$ cat src/rtl/alu_op_sequencer_pkg.sv
// Shared encodings for the ALU op sequencer: instruction fields, FSM states,
// datapath select codes and the per-state control word.
package alu_op_sequencer_pkg;

  localparam logic [2:0] OPC_MOV = 3'b110;
  localparam logic [2:0] OPC_ALU = 3'b101;

  localparam logic [1:0] OP_MOV_IMM = 2'b10;
  localparam logic [1:0] OP_MOV_REG = 2'b00;
  localparam logic [1:0] OP_ADD     = 2'b00;
  localparam logic [1:0] OP_CMP     = 2'b01;
  localparam logic [1:0] OP_AND     = 2'b10;
  localparam logic [1:0] OP_MVN     = 2'b11;

  localparam logic [2:0] NSEL_NONE = 3'b000;
  localparam logic [2:0] NSEL_RN   = 3'b001;
  localparam logic [2:0] NSEL_RD   = 3'b010;
  localparam logic [2:0] NSEL_RM   = 3'b100;

  localparam logic [1:0] VSEL_C   = 2'b00;
  localparam logic [1:0] VSEL_IMM = 2'b01;

  localparam logic [1:0] ALU_ADD  = 2'b00;
  localparam logic [1:0] ALU_SUB  = 2'b01;
  localparam logic [1:0] ALU_AND  = 2'b10;
  localparam logic [1:0] ALU_NOTB = 2'b11;

  typedef enum logic [2:0] {
    S_WAIT,
    S_DECODE,
    S_GET_A,
    S_GET_B,
    S_EXEC,
    S_WRITE_REG,
    S_WRITE_IMM
  } state_e;

  typedef enum logic [2:0] {
    CLS_MOV_IMM,
    CLS_MOV_REG,
    CLS_ADD,
    CLS_CMP,
    CLS_AND,
    CLS_MVN,
    CLS_ILLEGAL
  } instr_cls_e;

  typedef struct packed {
    logic [2:0] nsel;
    logic [1:0] vsel;
    logic       write;
    logic       loada;
    logic       loadb;
    logic       loadc;
    logic       loads;
    logic       asel;
    logic       bsel;
    logic [1:0] alu_op;
    logic [1:0] shift;
    logic       done;
    logic       illegal;
  } ctrl_t;

  localparam ctrl_t CTRL_IDLE = '0;

  // Control word presented while the FSM sits in state s with instruction class c.
  function automatic ctrl_t state_ctrl(state_e s, instr_cls_e c,
                                       logic [1:0] aop, logic [1:0] sh);
    ctrl_t r;
    r = CTRL_IDLE;
    case (s)
      S_DECODE: begin
        r.illegal = (c == CLS_ILLEGAL);
        r.done    = (c == CLS_ILLEGAL);
      end
      S_GET_A: begin
        r.nsel  = NSEL_RN;
        r.loada = 1'b1;
      end
      S_GET_B: begin
        r.nsel  = NSEL_RM;
        r.loadb = 1'b1;
        r.shift = sh;
      end
      S_EXEC: begin
        r.shift  = sh;
        r.alu_op = aop;
        r.asel   = (c == CLS_MOV_REG) || (c == CLS_MVN);
        r.loadc  = (c != CLS_CMP);
        r.loads  = (c == CLS_CMP);
        r.done   = (c == CLS_CMP);
      end
      S_WRITE_REG: begin
        r.nsel  = NSEL_RD;
        r.vsel  = VSEL_C;
        r.write = 1'b1;
        r.done  = 1'b1;
      end
      S_WRITE_IMM: begin
        r.nsel  = NSEL_RN;
        r.vsel  = VSEL_IMM;
        r.write = 1'b1;
        r.done  = 1'b1;
      end
      default: r = CTRL_IDLE;
    endcase
    return r;
  endfunction

endpackage

$ cat src/rtl/alu_op_sequencer_if.sv
// Fetch-side handshake plus the datapath control strobes of the ALU op sequencer.
interface alu_op_sequencer_if #(
  parameter int DATA_W = 16
);
  logic              instr_valid;
  logic              instr_ready;
  logic [15:0]       instr;
  logic [2:0]        nsel;
  logic [1:0]        vsel;
  logic              write;
  logic              loada;
  logic              loadb;
  logic              loadc;
  logic              loads;
  logic              asel;
  logic              bsel;
  logic [1:0]        alu_op;
  logic [1:0]        shift;
  logic [DATA_W-1:0] sximm;
  logic              done;
  logic              illegal;

  modport master (
    output instr_valid, instr,
    input  instr_ready, nsel, vsel, write, loada, loadb, loadc, loads,
           asel, bsel, alu_op, shift, sximm, done, illegal
  );

  modport slave (
    input  instr_valid, instr,
    output instr_ready, nsel, vsel, write, loada, loadb, loadc, loads,
           asel, bsel, alu_op, shift, sximm, done, illegal
  );
endinterface

$ cat src/rtl/alu_instr_decoder.sv
// Combinational classifier: instruction fields to class, ALU operation and
// sign-extended immediate.
module alu_instr_decoder
  import alu_op_sequencer_pkg::*;
#(
  parameter int DATA_W = 16,
  parameter int IMM_W  = 8
) (
  input  logic [2:0]        opcode_i,
  input  logic [1:0]        op_i,
  input  logic [IMM_W-1:0]  imm_i,
  output instr_cls_e        cls_o,
  output logic [1:0]        alu_op_o,
  output logic [DATA_W-1:0] sximm_o
);

  always_comb begin
    cls_o    = CLS_ILLEGAL;
    alu_op_o = ALU_ADD;
    if (opcode_i == OPC_MOV) begin
      if (op_i == OP_MOV_IMM) begin
        cls_o = CLS_MOV_IMM;
      end else if (op_i == OP_MOV_REG) begin
        cls_o = CLS_MOV_REG;
      end
    end else if (opcode_i == OPC_ALU) begin
      case (op_i)
        OP_ADD: begin
          cls_o    = CLS_ADD;
          alu_op_o = ALU_ADD;
        end
        OP_CMP: begin
          cls_o    = CLS_CMP;
          alu_op_o = ALU_SUB;
        end
        OP_AND: begin
          cls_o    = CLS_AND;
          alu_op_o = ALU_AND;
        end
        default: begin
          cls_o    = CLS_MVN;
          alu_op_o = ALU_NOTB;
        end
      endcase
    end
  end

  assign sximm_o = {{(DATA_W-IMM_W){imm_i[IMM_W-1]}}, imm_i};

endmodule

$ cat src/rtl/alu_op_sequencer.sv
// Multi-cycle control FSM for the 16-bit ALU datapath. Outputs are registered
// from the next state so nothing combinational runs from the instruction inputs.
module alu_op_sequencer
  import alu_op_sequencer_pkg::*;
#(
  parameter int DATA_W = 16,
  parameter int IMM_W  = 8
) (
  input  logic               clk,
  input  logic               reset_n,
  alu_op_sequencer_if.slave  bus
);

  state_e            state_q, state_d;
  logic [15:0]       instr_q, instr_d;
  ctrl_t             ctrl_q, ctrl_d;
  logic              instr_ready_q;
  logic [DATA_W-1:0] sximm_q, sximm_d;
  instr_cls_e        cls_d;
  logic [1:0]        alu_op_d;

  // Outside WAIT the latched word recirculates, so decoding instr_d also
  // decodes the instruction currently being sequenced.
  assign instr_d = (state_q == S_WAIT && bus.instr_valid) ? bus.instr : instr_q;

  alu_instr_decoder #(
    .DATA_W (DATA_W),
    .IMM_W  (IMM_W)
  ) u_decoder (
    .opcode_i (instr_d[15:13]),
    .op_i     (instr_d[12:11]),
    .imm_i    (instr_d[IMM_W-1:0]),
    .cls_o    (cls_d),
    .alu_op_o (alu_op_d),
    .sximm_o  (sximm_d)
  );

  always_comb begin
    state_d = state_q;
    case (state_q)
      S_WAIT:      if (bus.instr_valid) state_d = S_DECODE;
      S_DECODE: begin
        case (cls_d)
          CLS_MOV_IMM:          state_d = S_WRITE_IMM;
          CLS_MOV_REG, CLS_MVN: state_d = S_GET_B;
          CLS_ADD, CLS_AND,
          CLS_CMP:              state_d = S_GET_A;
          default:              state_d = S_WAIT;
        endcase
      end
      S_GET_A:     state_d = S_GET_B;
      S_GET_B:     state_d = S_EXEC;
      S_EXEC:      state_d = (cls_d == CLS_CMP) ? S_WAIT : S_WRITE_REG;
      S_WRITE_REG: state_d = S_WAIT;
      S_WRITE_IMM: state_d = S_WAIT;
      default:     state_d = S_WAIT;
    endcase
  end

  assign ctrl_d = state_ctrl(state_d, cls_d, alu_op_d, instr_d[4:3]);

  always_ff @(posedge clk) begin
    if (!reset_n) begin
      state_q       <= S_WAIT;
      instr_q       <= '0;
      ctrl_q        <= CTRL_IDLE;
      instr_ready_q <= 1'b1;
      sximm_q       <= '0;
    end else begin
      state_q       <= state_d;
      instr_q       <= instr_d;
      ctrl_q        <= ctrl_d;
      instr_ready_q <= (state_d == S_WAIT);
      sximm_q       <= sximm_d;
    end
  end

  assign bus.instr_ready = instr_ready_q;
  assign bus.nsel        = ctrl_q.nsel;
  assign bus.vsel        = ctrl_q.vsel;
  assign bus.asel        = ctrl_q.asel;
  assign bus.bsel        = ctrl_q.bsel;
  assign bus.alu_op      = ctrl_q.alu_op;
  assign bus.shift       = ctrl_q.shift;
  assign bus.sximm       = sximm_q;

  // Strobes are gated by reset so an asserted reset never lets a write or load through.
  assign bus.write   = ctrl_q.write   & reset_n;
  assign bus.loada   = ctrl_q.loada   & reset_n;
  assign bus.loadb   = ctrl_q.loadb   & reset_n;
  assign bus.loadc   = ctrl_q.loadc   & reset_n;
  assign bus.loads   = ctrl_q.loads   & reset_n;
  assign bus.done    = ctrl_q.done    & reset_n;
  assign bus.illegal = ctrl_q.illegal & reset_n;

endmodule

$ cat src/flat_wrapper.sv
// flat-port wrapper written by rule: the top's interface ports become plain ports
module alu_op_sequencer_flat import alu_op_sequencer_pkg::*;
#(
  parameter int DATA_W = 16,
  parameter int IMM_W  = 8
)
  (clk, reset_n, bus_instr_valid, bus_instr, bus_instr_ready, bus_nsel, bus_vsel, bus_write, bus_loada, bus_loadb, bus_loadc, bus_loads, bus_asel, bus_bsel, bus_alu_op, bus_shift, bus_sximm, bus_done, bus_illegal);
  alu_op_sequencer_if #(.DATA_W(DATA_W)) bus_i ();
  input  logic clk;
  input  logic reset_n;
  input wire logic [$bits(bus_i.instr_valid)-1:0] bus_instr_valid;
  input wire logic [$bits(bus_i.instr)-1:0] bus_instr;
  output wire logic [$bits(bus_i.instr_ready)-1:0] bus_instr_ready;
  output wire logic [$bits(bus_i.nsel)-1:0] bus_nsel;
  output wire logic [$bits(bus_i.vsel)-1:0] bus_vsel;
  output wire logic [$bits(bus_i.write)-1:0] bus_write;
  output wire logic [$bits(bus_i.loada)-1:0] bus_loada;
  output wire logic [$bits(bus_i.loadb)-1:0] bus_loadb;
  output wire logic [$bits(bus_i.loadc)-1:0] bus_loadc;
  output wire logic [$bits(bus_i.loads)-1:0] bus_loads;
  output wire logic [$bits(bus_i.asel)-1:0] bus_asel;
  output wire logic [$bits(bus_i.bsel)-1:0] bus_bsel;
  output wire logic [$bits(bus_i.alu_op)-1:0] bus_alu_op;
  output wire logic [$bits(bus_i.shift)-1:0] bus_shift;
  output wire logic [$bits(bus_i.sximm)-1:0] bus_sximm;
  output wire logic [$bits(bus_i.done)-1:0] bus_done;
  output wire logic [$bits(bus_i.illegal)-1:0] bus_illegal;
  assign bus_i.instr_valid = bus_instr_valid;
  assign bus_i.instr = bus_instr;
  assign bus_instr_ready = bus_i.instr_ready;
  assign bus_nsel = bus_i.nsel;
  assign bus_vsel = bus_i.vsel;
  assign bus_write = bus_i.write;
  assign bus_loada = bus_i.loada;
  assign bus_loadb = bus_i.loadb;
  assign bus_loadc = bus_i.loadc;
  assign bus_loads = bus_i.loads;
  assign bus_asel = bus_i.asel;
  assign bus_bsel = bus_i.bsel;
  assign bus_alu_op = bus_i.alu_op;
  assign bus_shift = bus_i.shift;
  assign bus_sximm = bus_i.sximm;
  assign bus_done = bus_i.done;
  assign bus_illegal = bus_i.illegal;
  alu_op_sequencer #(.DATA_W(DATA_W), .IMM_W(IMM_W)) u_core (.clk(clk), .reset_n(reset_n), .bus(bus_i));
endmodule
$ cat config.mk
export PLATFORM = sky130hd
export DESIGN_NAME = alu_op_sequencer_flat
export DESIGN_NICKNAME = d
export VERILOG_FILES = /design/src/rtl/alu_op_sequencer_pkg.sv /design/src/rtl/alu_op_sequencer_if.sv /design/src/rtl/alu_instr_decoder.sv /design/src/rtl/alu_op_sequencer.sv /design/src/flat_wrapper.sv
export SDC_FILE = /design/constraint.sdc
export NUM_CORES = 1
export LEC_CHECK = 0
export BUFFER_PORTS_ARGS = -buffer_cell sky130_fd_sc_hd__buf_4
export CAP_MARGIN = 20
export CORE_MARGIN = 3
export CORE_UTILIZATION = 51
export DETAILED_ROUTE_END_ITERATION = 8
export PLACE_DENSITY = 0.91
export SLEW_MARGIN = 5
export SYNTH_ARGS = -nofsm -noshare
export SYNTH_HDL_FRONTEND = slang
export SYNTH_SLANG_ARGS = --single-unit
$ cat constraint.sdc
create_clock -name clk -period 1.9 [get_ports clk]
set_input_delay 0.38 -clock clk [delete_from_list [all_inputs] [get_ports clk]]
set_output_delay 0.38 -clock clk [all_outputs]
set_load 0.01 [all_outputs]
==> run summary, run 1 <==
Post-synthesis sequential area ratio = 37.6%
Flop pwr share = 55.4%
RSZ-0062 raised after global routing = false
Fmax = 0.571 GHz
WL/cell = 12.7 um
Antenna cells = 0
Leading area contributor after synthesis = dfxtp_1
Crit-path cells = nor2_1 -> o211a_1 -> a211o_2 -> a2111oi_4
Yosys cell types = 55
CTS root buffer = clkbuf_4
Clock transition at the registers of the reported paths = 90 ps
Pleak = 0.863 nW
Final Non-Filler Cells = 268
Psw = 0.344 mW
Clock skew = 6.32 ps
Die width = 64.7 um
Sw Ratio = 25.9%
Crit end category = flop
Via density = 5.37
Pin count of the biggest net entering global routing = 19
Main flop type after synthesis = dfxtp_1
Internal = 0.985 mW
Post-synth EDFFs = 0
Final setup viols = 0
Overflow after GRT = 0
Die ar. = 4190 um^2
Routed via count = 1439
Yosys reg bits = 33
Combinational Power Share = 15.1%
Fin. max-slew vios = 0
Crit share post-route = 92.1%
Crit path buffers/inverters = 0
Worst path top cell family by delay = compound AO/OA/AOI/OAI gates
Warnings from Yosys = 0
R2R depth = 4
CTS sink count = 33
Initial antenna violation count = 0
CP max stage cell = dfxtp_1
CTS Hold Bufs = 0
CTS tree = built
Worst r2r src = u_core.state_q[0]
PwrDens = 655 nW/um^2
Gr usage total = 17.8%
CP Capture Point = u_core.bus.vsel[0]
DR iter-0 viols = 100
Max clock buf depth = 2
Worst-path maximum fanout = 14
Remaining DRCs = 0
Worst-Skew Late Latency = 330 ps
Die Y-Extent = 64.7 um
Worst EP arrival = 1990 ps
Final min period = 1750 ps
Hpwl dp = 2580 um
Mapped Area = 1760 um^2
Area growth, synth to finish = 15.5%
Router iterations before antenna repair = 4
Layout cell share with drive strength beyond 1 = 33.9%
CP Launch Point = u_core.state_q[0]
Setup TNS = 0 ps
Hold WS = 288 ps
WP data required = 2140 ps
Post-synth top area share = 37.6%
Post-Syn Instances = 198
Slowest stage delay, CP = 640 ps
Num CTS Buffers = 5
Starting Density = 55.3%
Max IR drop VDD = 0.000524 V
Worst setup path class = reg2reg
I/O pin cnt = 54
CP startpoint kind = flop
Hold Crit Class = in2reg
Placed cells = 261
Synth area leaders = dfxtp_1, buf_4, nand2_1
Pwr Total = 1.33 mW
Reg2reg end = u_core.bus.vsel[0]
# Max-Cap Violations = 0
Final Wtd Congestion = 0.837
H-tree depth = 2
# fillers = 274
WP depth = 4
Final hold violations = 0
Syn Area/Cell = 8.88 um^2
Total Wirelength = 3400 um
Vias in the first global route = 1313
Row count = 20
Final core occ = 63.9%
Status = completed
Clk pwr share = 29.6%
Number of antenna-violating nets in the routed design = 0
Fin nets = 243
Core ar. = 3180 um^2
FFs w/ async S/R, synth = 0%
First-pass GRT wire length = 5820 um
Port buffer count = 48
R2R Setup Slk = 150 ps
## cells by family (layout without fill, tap and decap cells)
logic type / Yosys count / count (layout) / synth area share, %
AND/OR/NAND/NOR: 80 / 80 / 27.0
flip-flops: 33 / 33 / 37.6
buffers and inverters: 40 / 65 / 15.2
other: 1 / 2 / 0.213
multiplexers: 1 / 1 / 0.569
AO/OA/AOI/OAI: 43 / 43 / 19.5
## worst min path at each step
| stage | endpoint | slack, ps | startpoint | depth (start not counted) |
|---|---|---|---|---|
| finish | u_core.instr_q[7] | 290 | bus_instr[7] | 3 |
| floorplan | u_core.bus.sximm[0] | 440 | u_core.bus.sximm[0] | 2 |
| global placement | u_core.bus.sximm[2] | 440 | u_core.bus.sximm[2] | 2 |
| detailed placement | u_core.bus.sximm[5] | 450 | u_core.bus.sximm[5] | 2 |
| CTS | u_core.instr_q[7] | 280 | bus_instr[7] | 3 |
| global route | u_core.bus.sximm[2] | 290 | bus_instr[2] | 3 |
## power groups by stage
| stage | sequential (mW) | combinational [mW] | clock [mW] |
|---|---|---|---|
| after floorplan | 0.743 | 0.150 | 0 |
| after global placement | 0.752 | 0.197 | 0 |
| after detailed placement | 0.753 | 0.201 | 0 |
| after CTS | 0.737 | 0.202 | 0.405 |
| after global routing | 0.741 | 0.222 | 0.433 |
| final | 0.737 | 0.200 | 0.393 |
## routing by layer
layer	vias up	track usage (%)	part of all wire, %
met2	59	30.1	47
met1	649	21.1	43
met4	0	6.33	1.2
met5	-	0	0
li1	726	-	-
met3	5	5.55	8.3
## state kept, by name (all words and copies together) (netlist names)
signal and count:
u_core.bus.nsel 3, u_core.state_q 3, u_core.bus.alu_op 2, u_core.bus.instr_ready 1
u_core.bus.vsel 1, u_core.bus.shift 2, u_core.bus.sximm 7, u_core.instr_q 6
u_core.bus.asel 1, u_core.ctrl_q 7
## per-stage QoR
step	setup slack (ps)	cell area (um^2)
floorplan	357	1760
global placement	201	1970
detailed placement	145	1970
CTS	126	2030
global route	13.7	2030
finish	150	2030
## cells in the mapped netlist, drive strengths merged (2+ instances only)
cell,number
nor2b,2
nand2b,2
nand2,29
o21ai,3
o22ai,2
a21oi,15
buf,31
nor4b,3
a31oi,3
a2bb2oi,2
dfxtp,33
nor4,2
inv,2
nor3,8
nor3b,5
a41oi,2
a211oi,2
and3,2
and2,10
o211ai,2
nor2,7
nand4b,3
clkbuf,6
## layout make-up
class / count / area, um^2 / share of cell area (%)
multi-input combinational: 126 / 835 / 41.1
clock buffer: 7 / 55.1 / 2.71
timing repair buffer: 55 / 413 / 20.3
sequential: 33 / 662 / 32.6
tap: 44 / 55.1 / 2.71
inverter: 3 / 11.3 / 0.555
## timing repair
action | in CTS | in global routing
endpoints found under the setup margin | 0 | 2
endpoints found under the hold margin | 0 | 0
gates resized for setup | 0 | 1
setup buffers | 0 | 0
## worst min-delay path, stage by stage
cell and delay, ps:
buf_4 110, nand2_1 50, a21oi_1 50
## cell usage in the layout, fill, tap and decap left out, types with 3 or more instances in the layout
master     n
nor3b_1    4
a21oi_1   15
nand4b_1   3
buf_4     55
dfxtp_1   32
nand2_1   29
nor2_1     7
nor3_1     7
and2_1     9
a31oi_1    3
clkbuf_4   5
Power figures use the tool's default switching activity.
==> inputs of run 2 (changes only) <==
CAP_MARGIN = unset   (was 20)
CORE_UTILIZATION = 53   (was 51)
PLACE_DENSITY = 0.92   (was 0.91)
SYNTH_HIERARCHICAL = 1   (was unset)
==> run 2 against run 1 <==
  * The run now ends with negative setup slack left
  * First-iteration DRC count decreased by 47%
  * Via count grew 2.4%
  * Combinational power up 98%
  * Sequential cell count rose by 16
  * Register-to-register slack got worse by 700 ps
  * Largest cell class is now sequential cells
==> run summary, run 2 <==
R2R Setup Slk = -550 ps (-700 ps)
Gr usage total = 19.0% (+1.2 points)
Fin nets = 271 (+12%)
Num CTS Buffers = 5 (unchanged)
WP data required = 2120 ps (-20 ps)
Yosys cell types = 39 (-29%)
Most frequent cells after synthesis = dfxtp_1, and2_1, buf_4
Hold WS = 405 ps (+117 ps)
Area growth, synth to finish = 31.0%
Routed via count = 1474 (+2.4%)
Yosys reg bits = 49 (+48%)
CTS tree = built
FFs w/ async S/R, synth = 0% (unchanged)
RSZ-0062 raised after global routing = true
Pin count of the biggest net entering global routing = 39 (+20)
Crit share post-route = 129% (+37 points)
Worst-Skew Late Latency = 290 ps (-40 ps)
Hold Path Origin = bus_instr[4]
Row count = 21 (+5.0%)
DR WL met3 = 303 um (+6.7%)
Crit end category = flop
Worst setup path class = reg2reg
Most frequent cells in the layout = buf_4, dfxtp_1, and2_1, nor2_1, inv_1
Core ar. = 3520 um^2 (+11%)
Fin. max-slew vios = 0 (unchanged)
Die ar. = 4640 um^2 (+11%)
Die Y-Extent = 68.1 um (+5.3%)
Via density = 4.93 (-8.2%)
Overflow after GRT = 0 (unchanged)
Worst Max-Slew Pin Slew = 555 ps
Worst-path maximum fanout = 8 (-6)
Placed cells = 284 (+8.8%)
Vias in the first global route = 1466 (+12%)
Leading area contributor after synthesis = dfxtp_1
Main flop type after synthesis = dfxtp_1
WL/cell = 13.6 um (+7.2%)
Final Non-Filler Cells = 299 (+12%)
Layout cell share with drive strength beyond 1 = 49.0% (+15 points)
Final setup viols = 18 (+18)
Post-synth top area share = 48.0% (+10 points)
Syn Area/Cell = 9.97 um^2 (+12%)
Starting Density = 58.1% (+2.8 points)
Router iterations before antenna repair = 4 (unchanged)
Worst EP arrival = 2680 ps (+690 ps)
Smallest setup slack after layout = -554 ps (-704 ps)
Clock skew = 5.23 ps (-1.09 ps)
Violated checks = negative setup slack
CTS root buffer = clkbuf_8
Remaining DRCs = 0 (unchanged)
Number of antenna-violating nets in the routed design = 0 (unchanged)
PwrDens = 765 nW/um^2 (+17%)
Warnings from Yosys = 6 (+6)
Hpwl dp = 2640 um (+2.4%)
Final hold violations = 0 (unchanged)
Final Wtd Congestion = 0.917 (+9.6%)
Post-synth EDFFs = 0 (unchanged)
Initial antenna violation count = 0 (unchanged)
Pleak = 1.25 nW (+44%)
DR top layer = met4
CP startpoint kind = flop
Worst r2r src = u_core/state_q[1]
Synth area leaders = dfxtp_1, and2_1, buf_4
Commonest non-fill, non-tap cell in the layout = buf_4
Port buffer count = 48 (unchanged)
Cell with the most instances after synthesis = dfxtp_1
DR WL met2 = 2150 um (+33%)
Post-synthesis sequential area ratio = 48.0% (+10 points)
Status = finished, violations left
Hold Crit Class = in2reg
First-pass GRT wire length = 6540 um (+12%)
Post-Syn Instances = 205 (+3.5%)
H-tree depth = 2 (unchanged)
DR iter-0 viols = 53 (-47%)
Max IR drop VDD = 0.000570 V (+8.9%)
Fmax = 0.407 GHz (-29%)
# fillers = 246 (-10%)
CP Launch Point = u_core/state_q[1]
CTS Hold Bufs = 0 (unchanged)
Antenna cells = 0 (unchanged)
Die width = 68.1 um (+5.3%)
Clock transition at the registers of the reported paths = 80 ps (about the same)
# Max-Cap Violations = 0 (unchanged)
Max clock buf depth = 2 (unchanged)
Total Wirelength = 4070 um (+20%)
Final min period = 2450 ps (+704 ps)
CTS sink count = 49 (+48%)
Mapped Area = 2040 um^2 (+16%)
Largest register FFs = 16
I/O pin cnt = 54 (unchanged)
Slew headroom = 62.9%
DRT met1 WL = 1560 um (+6.8%)
==> run 2: logic make-up after synthesis <==
kind of cell    after synthesis  share of synthesized area (%)
buf+inv                      44                           13.3
mux                          13                           7.04
other cells                   1                          0.183
simple gates                 78                           24.2
compound gates               20                           7.34
flops                        49                           48.0
==> run 2: path summary, 6_finish.rpt <==
kind | cells after the start | endpoint
worst max register to register | 9 | u_core/bus.shift[1]
worst max-delay path | 9 | u_core/bus.shift[1]
worst min-delay path | 3 | u_core/instr_q[4]
worst min register to register | 2 | u_core/instr_q[4]
==> run 2: report_power, final <==
part	internal [mW]	switching, mW	leakage (nW)
Sequential	1.08	0.0154	0.402
Combinational	0.214	0.181	0.799
Clock	0.255	0.303	0.0450
==> run 2: worst max-delay path, cell delays in order (launching register included) <==
cell and delay, ps:
dfxtp_2 340, nor4b_4 270, buf_6 180, mux2_4 340
nor3b_4 230, a32o_2 320, nand4bb_4 150, a21oi_4 210
nand3_2 180, a21oi_1 170
==> run 2: final cells by class <==
cell class,count,area (um^2),area share (%)
inverter,10,37.5,1.40
timing repair buffer,73,571,21.3
tap,46,57.6,2.15
clock buffer,6,72.6,2.71
clock inverter,2,10.0,0.374
multi-input combinational,113,943,35.2
sequential,49,986,36.8
==> run 2: metal layers <==
metal	vias to the layer above	global-route usage [%]
li1	730	-
met1	691	19.4
met2	46	35.4
met3	7	6.08
met4	0	7.94
met5	-	0
==> run 2: timing repair <==
action / 4_1_cts / 5_1_grt
pin swaps: 13 / 5
gates resized for setup: 18 / 9
endpoints found under the setup margin: 18 / 18
setup buffers: 4 / 3
==> run 2: metrics by stage <==
stage / power [mW] / area, um^2 / setup TNS [ps] / setup slack [ps] / util (%)
after global placement: 1.45 / 2420 / -7430 / -544 / 68.7
after detailed placement: 1.46 / 2420 / -8650 / -612 / 68.7
after global routing: 2.14 / 2680 / -9500 / -636 / 76.0
after CTS: 2.05 / 2630 / -6840 / -476 / 74.6
after floorplan: 1.38 / 2110 / -7270 / -542 / -
final: 2.05 / 2680 / -7850 / -554 / 76.0
